[config.mk]
export PLATFORM = sky130hd
export DESIGN_NAME = divided_signal_generator
export DESIGN_NICKNAME = d
export VERILOG_FILES = /design/src/rtl/divided_signal_generator.sv
export SDC_FILE = /design/constraint.sdc
export NUM_CORES = 1
export LEC_CHECK = 0
export CORE_MARGIN = 2
export CORE_UTILIZATION = 47
export CTS_CLUSTER_DIAMETER = 100
export DETAILED_ROUTE_END_ITERATION = 12
export GPL_ROUTABILITY_DRIVEN = 1
export MAX_ROUTING_LAYER = met4
export PLACE_DENSITY_LB_ADDON = 0.25
export SLEW_MARGIN = 20
export SYNTH_ARGS = -nofsm -noshare
export SYNTH_HDL_FRONTEND = slang
export SYNTH_SLANG_ARGS = --single-unit
[constraint.sdc]
create_clock -name clock -period 1.8 [get_ports clock]
set_input_delay 0.27 -clock clock [delete_from_list [all_inputs] [get_ports clock]]
set_output_delay 0.27 -clock clock [all_outputs]
set_load 0.02 [all_outputs]
[src/rtl/divided_signal_generator.sv]
// Purpose : source of the divided-signal pipeline path; produces 1/2-rate and 1/4-rate
//           divided signals plus one-cycle pipe enables, with a start/stop handshake that
//           drains until both divided signals are low.
// Latency : start edge E0 -> first one_half toggle on edge E0+prescale_q+1; all outputs registered.
// Backpressure: none; stop is a request that completes after at most 4 ticks (busy tracks it).
// Ports:
//   clock, reset (sync, active-high) | start, stop, prescale (latched on start)
//   busy | signal_from_one_half + one_half_pipe_enable | signal_from_one_forth +
//   one_forth_pipe_enable | half_toggle_count (one_half toggles since start, wraps)
module divided_signal_generator #(
  parameter int PRESC_WIDTH      = 8,
  parameter int COUNT_WIDTH      = 16,
  parameter int ONE_FORTH_ENABLE = 1
) (
  input  logic                   clock,
  input  logic                   reset,
  input  logic                   start,
  input  logic                   stop,
  input  logic [PRESC_WIDTH-1:0] prescale,
  output logic                   busy,
  output logic                   signal_from_one_half,
  output logic                   one_half_pipe_enable,
  output logic                   signal_from_one_forth,
  output logic                   one_forth_pipe_enable,
  output logic [COUNT_WIDTH-1:0] half_toggle_count
);

  localparam bit FORTH_ON = (ONE_FORTH_ENABLE != 0);

  typedef enum logic [1:0] {IDLE, RUN, DRAIN} state_t;

  state_t                 state;
  logic [PRESC_WIDTH-1:0] presc_cnt;
  logic [PRESC_WIDTH-1:0] prescale_q;
  logic                   phase;      // 1 when the next tick also toggles one_forth

  logic tick;
  logic next_half;
  logic next_forth;
  logic signals_low;
  logic next_low;
  logic draining;

  always_comb begin
    tick        = (state != IDLE) && (presc_cnt == prescale_q);
    next_half   = ~signal_from_one_half;
    next_forth  = FORTH_ON && (phase ? ~signal_from_one_forth : signal_from_one_forth);
    signals_low = ~signal_from_one_half && ~(FORTH_ON && signal_from_one_forth);
    next_low    = ~next_half && ~next_forth;
    // A stop seen in RUN already counts as draining on that same edge, so a tick that
    // lands on the stop edge and brings both signals low finishes the drain immediately.
    draining    = (state == DRAIN) || ((state == RUN) && stop);
  end

  always_ff @(posedge clock) begin
    if (reset) begin
      state                 <= IDLE;
      busy                  <= 1'b0;
      presc_cnt             <= '0;
      prescale_q            <= '0;
      phase                 <= 1'b0;
      signal_from_one_half  <= 1'b0;
      one_half_pipe_enable  <= 1'b0;
      signal_from_one_forth <= 1'b0;
      one_forth_pipe_enable <= 1'b0;
      half_toggle_count     <= '0;
    end else begin
      case (state)
        IDLE: begin
          one_half_pipe_enable  <= 1'b0;
          one_forth_pipe_enable <= 1'b0;
          if (start) begin
            state             <= RUN;
            busy              <= 1'b1;
            prescale_q        <= prescale;
            presc_cnt         <= '0;
            phase             <= 1'b0;
            half_toggle_count <= '0;
          end
        end

        RUN, DRAIN: begin
          if ((state == RUN) && stop && signals_low) begin
            // Already low: stop cleanly without another tick.
            state                 <= IDLE;
            busy                  <= 1'b0;
            presc_cnt             <= '0;
            phase                 <= 1'b0;
            one_half_pipe_enable  <= 1'b0;
            one_forth_pipe_enable <= 1'b0;
          end else begin
            if (tick) begin
              presc_cnt             <= '0;
              signal_from_one_half  <= next_half;
              one_half_pipe_enable  <= 1'b1;
              signal_from_one_forth <= next_forth;
              one_forth_pipe_enable <= FORTH_ON && phase;
              half_toggle_count     <= half_toggle_count + COUNT_WIDTH'(1);
              phase                 <= ~phase;
            end else begin
              presc_cnt             <= presc_cnt + PRESC_WIDTH'(1);
              one_half_pipe_enable  <= 1'b0;
              one_forth_pipe_enable <= 1'b0;
            end

            if (draining && tick && next_low) begin
              state <= IDLE;
              busy  <= 1'b0;
            end else if (draining) begin
              state <= DRAIN;
            end
          end
        end

        default: begin
          state <= IDLE;
          busy  <= 1'b0;
        end
      endcase
    end
  end

endmodule

### Yosys cells after proc, flatten, opt, wreduce, memory -nomap -nowiden

Index checks and enable logic that the tools add are counted.

| word-level totals | value |
|---|---|
| register bits | 40 |
| input bits | 12 |
| output and inout port bits | 21 |

| operators by class | value |
|---|---|
| add/sub/neg operators | 2 |
| eq/ne operators | 9 |
| muxes and demuxes | 28 |
| bitwise gates (word level) | 5 |
| reduce and logical (&&, ||, !) cells | 19 |

Operator list:

| operator | count |
|---|---|
| $mux 16 | 3 |
| $pmux 16 s2 | 1 |
| $mux 8 | 3 |
| $add 16x1->16 const B | 1 |
| $pmux 8 s2 | 1 |
| $mux 1 | 11 |
| $add 8x1->8 const B | 1 |
| $eq 8x8->1 | 1 |
| $mux 2 | 4 |
| $pmux 1 s2 | 4 |
| $reduce_and 2->1 | 4 |
| $logic_and 1x1->1 | 7 |
| $ne 2x2->1 const B | 3 |
| $ne 3x3->1 const B | 2 |
| $reduce_and 3->1 | 2 |
| $not 1->1 | 5 |
| $ne 4x4->1 const B | 1 |
| $pmux 2 s2 | 1 |
| $reduce_and 4->1 | 1 |
| $reduce_bool 2->1 | 2 |
| $eq 2x1->1 const B | 1 |
| $eq 2x2->1 const B | 1 |
| $logic_not 2->1 | 1 |
| $reduce_or 2->1 | 1 |
| $logic_or 1x1->1 | 1 |

### Longest topological paths before layout

Gate-level depths: netlist of the first run.

| depth | value |
|---|---|
| word-level depth | 8 |
| gate-level depth with buffers | 8 |
| depth with buffers taken out | 7 |

### Worst setup path after synthesis of the first run

OpenSTA, ideal clock, no wires.

| timing | value |
|---|---|
| path type | register -> register |
| start point | reg state[0] |
| end point | reg half_toggle_count[2] |
| arrival time | 1893 ps |
| data required time | 1684 ps |
| setup slack | -209 ps |
| stages on the path, launching flop included | 9 |
| buffers on the path | 1 |
| cells stage by stage | dfxtp_1 inv_1 ha_1 nor2b_1 or2_2 clkbuf_1 o21ai_1 nor2_1 a41o_2 |

| on the way | value |
|---|---|
| word-level cells in the longest chain between the ends | 5 |
| elaborated cells on any way between the ends | 14 |
| classes of those cells | eq/ne: 5; mux: 1; reduce/logical: 8 |

Ends and longest elaborated chain:

| item | line | source |
|---|---|---|
| start, declared | 32 | `state_t state;` |
| start signal, assigned | 57 | `state <= IDLE;` |
| start signal, assigned | 73 | `state <= RUN;` |
| start signal, assigned | 85 | `state <= IDLE;` |
| $eq 2x1->1 | 68, 83 |  |
| $logic_and 1x1->1 (2 in series) | 83 | `if ((state == RUN) && stop && signals_low) begin` |
| $ne 2x2->1 (no source line) | -- |  |
| $reduce_and 4->1 (no source line) | -- |  |
| end signal, assigned | 98 | `half_toggle_count <= half_toggle_count + COUNT_WIDTH'(1);` |
| end, declared | 25 | `output logic [COUNT_WIDTH-1:0] half_toggle_count` |

Several ways; a longest one is shown, not always the timed one.
A chain may end at the register's enable or synchronous reset.

### Worst setup path after layout of the first run

| timing | value |
|---|---|
| start point | reg state[0] |
| end point | reg half_toggle_count[15] |

The elaborated chain is that of the path after synthesis.

==> results of run 1 <==
-- layout make-up --
| class | instances | area [um2] |
|---|---|---|
| Fill cell | 282 | 977 |
| Clock buffer | 6 | 82.6 |
| Inverter | 8 | 35.0 |
| Tap cell | 50 | 62.6 |
| Clock inverter | 2 | 10.0 |
| Sequential cell | 40 | 815 |
| Timing Repair Buffer | 85 | 759 |
| Multi-Input combinational cell | 184 | 1290 |
-- repair_timing --
action,CTS,global route
buffers inserted,4,5
gates resized for setup,16,38
endpoints found under the setup margin,25,29
pin swaps,10,12
-- cell usage after synthesis (3+ instances only) --
master    count
a21oi_1      28
clkbuf_1      4
dfxtp_1      40
ha_1          7
inv_1         8
nand2_1      36
nand3_1      14
nand4_1       6
nor2_1       13
nor3_1        4
nor4_1        4
o21a_1        3
o21ai_0      13
or3_1        10
xor2_1       13
-- worst reg2reg max path, delay by kind of cell, from the launching register on --
kind,cells,cell delay (ps)
buf+inv,2,220
compound gates,1,130
fa+ha+maj,1,150
simple gates,4,970
flops,1,400
-- registers in the layout (all words and copies together) (netlist names) --
name,cells
busy,1
half_toggle_count,16
one_forth_pipe_enable,1
one_half_pipe_enable,1
phase,1
presc_cnt,8
prescale_q,8
signal_from_one_forth,1
signal_from_one_half,1
state,2
-- routing by layer --
| metal | share of wire [%] | wire length (um) | GRT usage [%] |
|---|---|---|---|
| met1 | 42 | 2250 | 27.2 |
| met2 | 51 | 2710 | 37.0 |
| met3 | 4.3 | 230 | 5.68 |
| met4 | 2.8 | 150 | 9.56 |
| met5 | 0 | 0 | - |
-- worst max path at each step --
| stage | cells after the start | end | from | slack, ps |
|---|---|---|---|---|
| 2_1_floorplan | 6 | presc_cnt[3] | state[0] | 0.8 |
| 3_3_place_gp | 7 | half_toggle_count[15] | start | -300 |
| 3_5_place_dp | 6 | presc_cnt[3] | start | -300 |
| 4_1_cts | 8 | half_toggle_count[15] | state[0] | -80 |
| 5_1_grt | 8 | half_toggle_count[15] | state[0] | -220 |
| 6_report | 8 | half_toggle_count[15] | state[0] | -140 |
-- metrics by stage --
stage | util (%) | cells | cell area (um2)
after global placement | 67.0 | 358 | 2700
final | 75.7 | 375 | 3050
after detailed placement | 67.0 | 358 | 2700
after global routing | 75.7 | 375 | 3050
after CTS | 71.7 | 370 | 2890
after floorplan | - | 240 | 2020
-- cells by family (layout without fill, tap and decap cells) --
family          count (synthesis)  count (layout)  share of synthesized area [%]
compound gates                 60              60                           18.0
simple gates                  102             102                           26.8
buf+inv                        16             101                           3.54
fa+ha+maj                       7               7                           4.43
mux                             1               1                          0.506
flops                          40              40                           40.5
xor+xnor                       14              14                           6.20
-- report_power, final --
part           total (mW)  internal (mW)  switching, mW
sequential           1.07          0.984         0.0838
combinational        1.81          0.912          0.901
clock               0.612          0.306          0.307
total                3.49           2.20           1.29
==> impl_metrics.ini, run 1 <==
[sta]
fin_crit_sh_pct = 108
slew_violations = 0
finalHoldViolations = 0
fin_skew_ps = 4.06
whs_ps = 470
setup_tns_ps = -802
setup_slack_ps = -138
finalCriticalPeriod_ps = 1940
setup_viol = 17
relSlewSlack_pct = 74.7
worst_pin_slew_ps = 377
fmax_mhz = 516
rsz0062_at_grt = yes

[yosys]
seq_area_frac_synth_pct = 40.5
synthArstFlopShare_pct = 0
synth_seq_cells = 40
ys_top_cells_by_area = dfxtp_1, a21oi_1, nand2_1, xor2_1, ha_1
yosysWarnings = 0
synth_cell_types = 45
synth_enable_flop_cells = 0
synth_top_area_share_pct = 40.5
syn_inst = 240
synth_ff_type = dfxtp_1
syn_area_um2 = 1980
syn_area_per_cell_um2 = 8.24
synth_top_cell_by_area = dfxtp_1
syn_nets = 259

[clocking]
cts_root_buffer = clkbuf_8
cts_buffers = 5
clock-sinks = 40
postCtsHoldBufs = 0
clockBufferDepth = 2
htree_levels = 2
path_clk_slew_ps = 80
cts_tree = built
clock_latency_ps = 290

[floorplanning]
die_y_um = 68.9
core.rowCount = 23
core_area_um2 = 4030
start_util_pct = 49.1
io_pins = 33
die-area_um2 = 4740
dieWidth_um = 68.9

[critical_path]
crit_buf_inv = 2
crit-reg2reg-capture = half_toggle_count[15]
r2r-start = state[0]
crit_type = flop to flop
cp_max_fo = 11
cpMaxStageDelayCell = or4_4
cp.required_ps = 2030
ff2ff_setup_slack_ps = -140
crit_path_max_incr_delay_ps = 410
crit_family = simple AND/OR/NAND/NOR gates
r2r_cells = 8
endpoint_kind = flop
worst_setup_path_start_kind = flop
worstPathArrival_ps = 2170
path_cells = inv_4, ha_4, nor2b_4, nor4_2, nand4_1, buf_6, or4_4, a21oi_2

[hold_path]
hold_start = one_forth_pipe_enable
hold_path_class = flop to flop
hold-path-cell-count = 2
hold_path_end = one_forth_pipe_enable

[detailed_routing]
dr_total_vias = 2038
drt-total-wl_mm = 5.34
ant_nets = 0
first_pass_iters = 4
drtIter0Drc = 109
vias_per_cell = 5.43
routedWlPerCell_um = 14.2
drc = 0

[run_status]
status = complete, but fails checks
violations = negative setup slack

[global_route]
grt_max_degree = 16
grt_usage_pct = 22.9
grt_pass1_wl_mm = 7.89
gr-total-overflow = 0
antenna_found_initial = 0
grt_pass1_vias = 1817

[placed_design]
port_buffers = 32
place_congestion = 0.893
dp_hpwl_mm = 3.52
dp_worst_setup_slack_ps = -303

[layout]
final_common_cell = buf_4
layout_common_cells = buf_4, nand2_1, dfxtp_1, clkdlybuf4s50_1, a21oi_1
drive_above_1_share_pct = 33.8
synthToLayoutAreaGrowth_pct = 54.4
diodes = 0
fin_nets = 343

[power_and_ir_drop]
ir_drop_mv = 0.962
p_per_area_nw_per_um2 = 1140
power.leakage_nw = 1.16
p_total_mw = 3.49

[job]
maxCapViolCount = 0
No activity file was read; power rests on OpenSTA's default activity.
==> run 2: changes to the inputs <==
--- a/config.mk
+++ b/config.mk
@@ -9,7 +9,6 @@
 export CORE_UTILIZATION = 47
 export CTS_CLUSTER_DIAMETER = 100
 export DETAILED_ROUTE_END_ITERATION = 12
-export GPL_ROUTABILITY_DRIVEN = 1
 export MAX_ROUTING_LAYER = met4
 export PLACE_DENSITY_LB_ADDON = 0.25
 export SLEW_MARGIN = 20
==> results of run 2 <==
The final DEF is identical to that of run 1; final timing and power are the same.
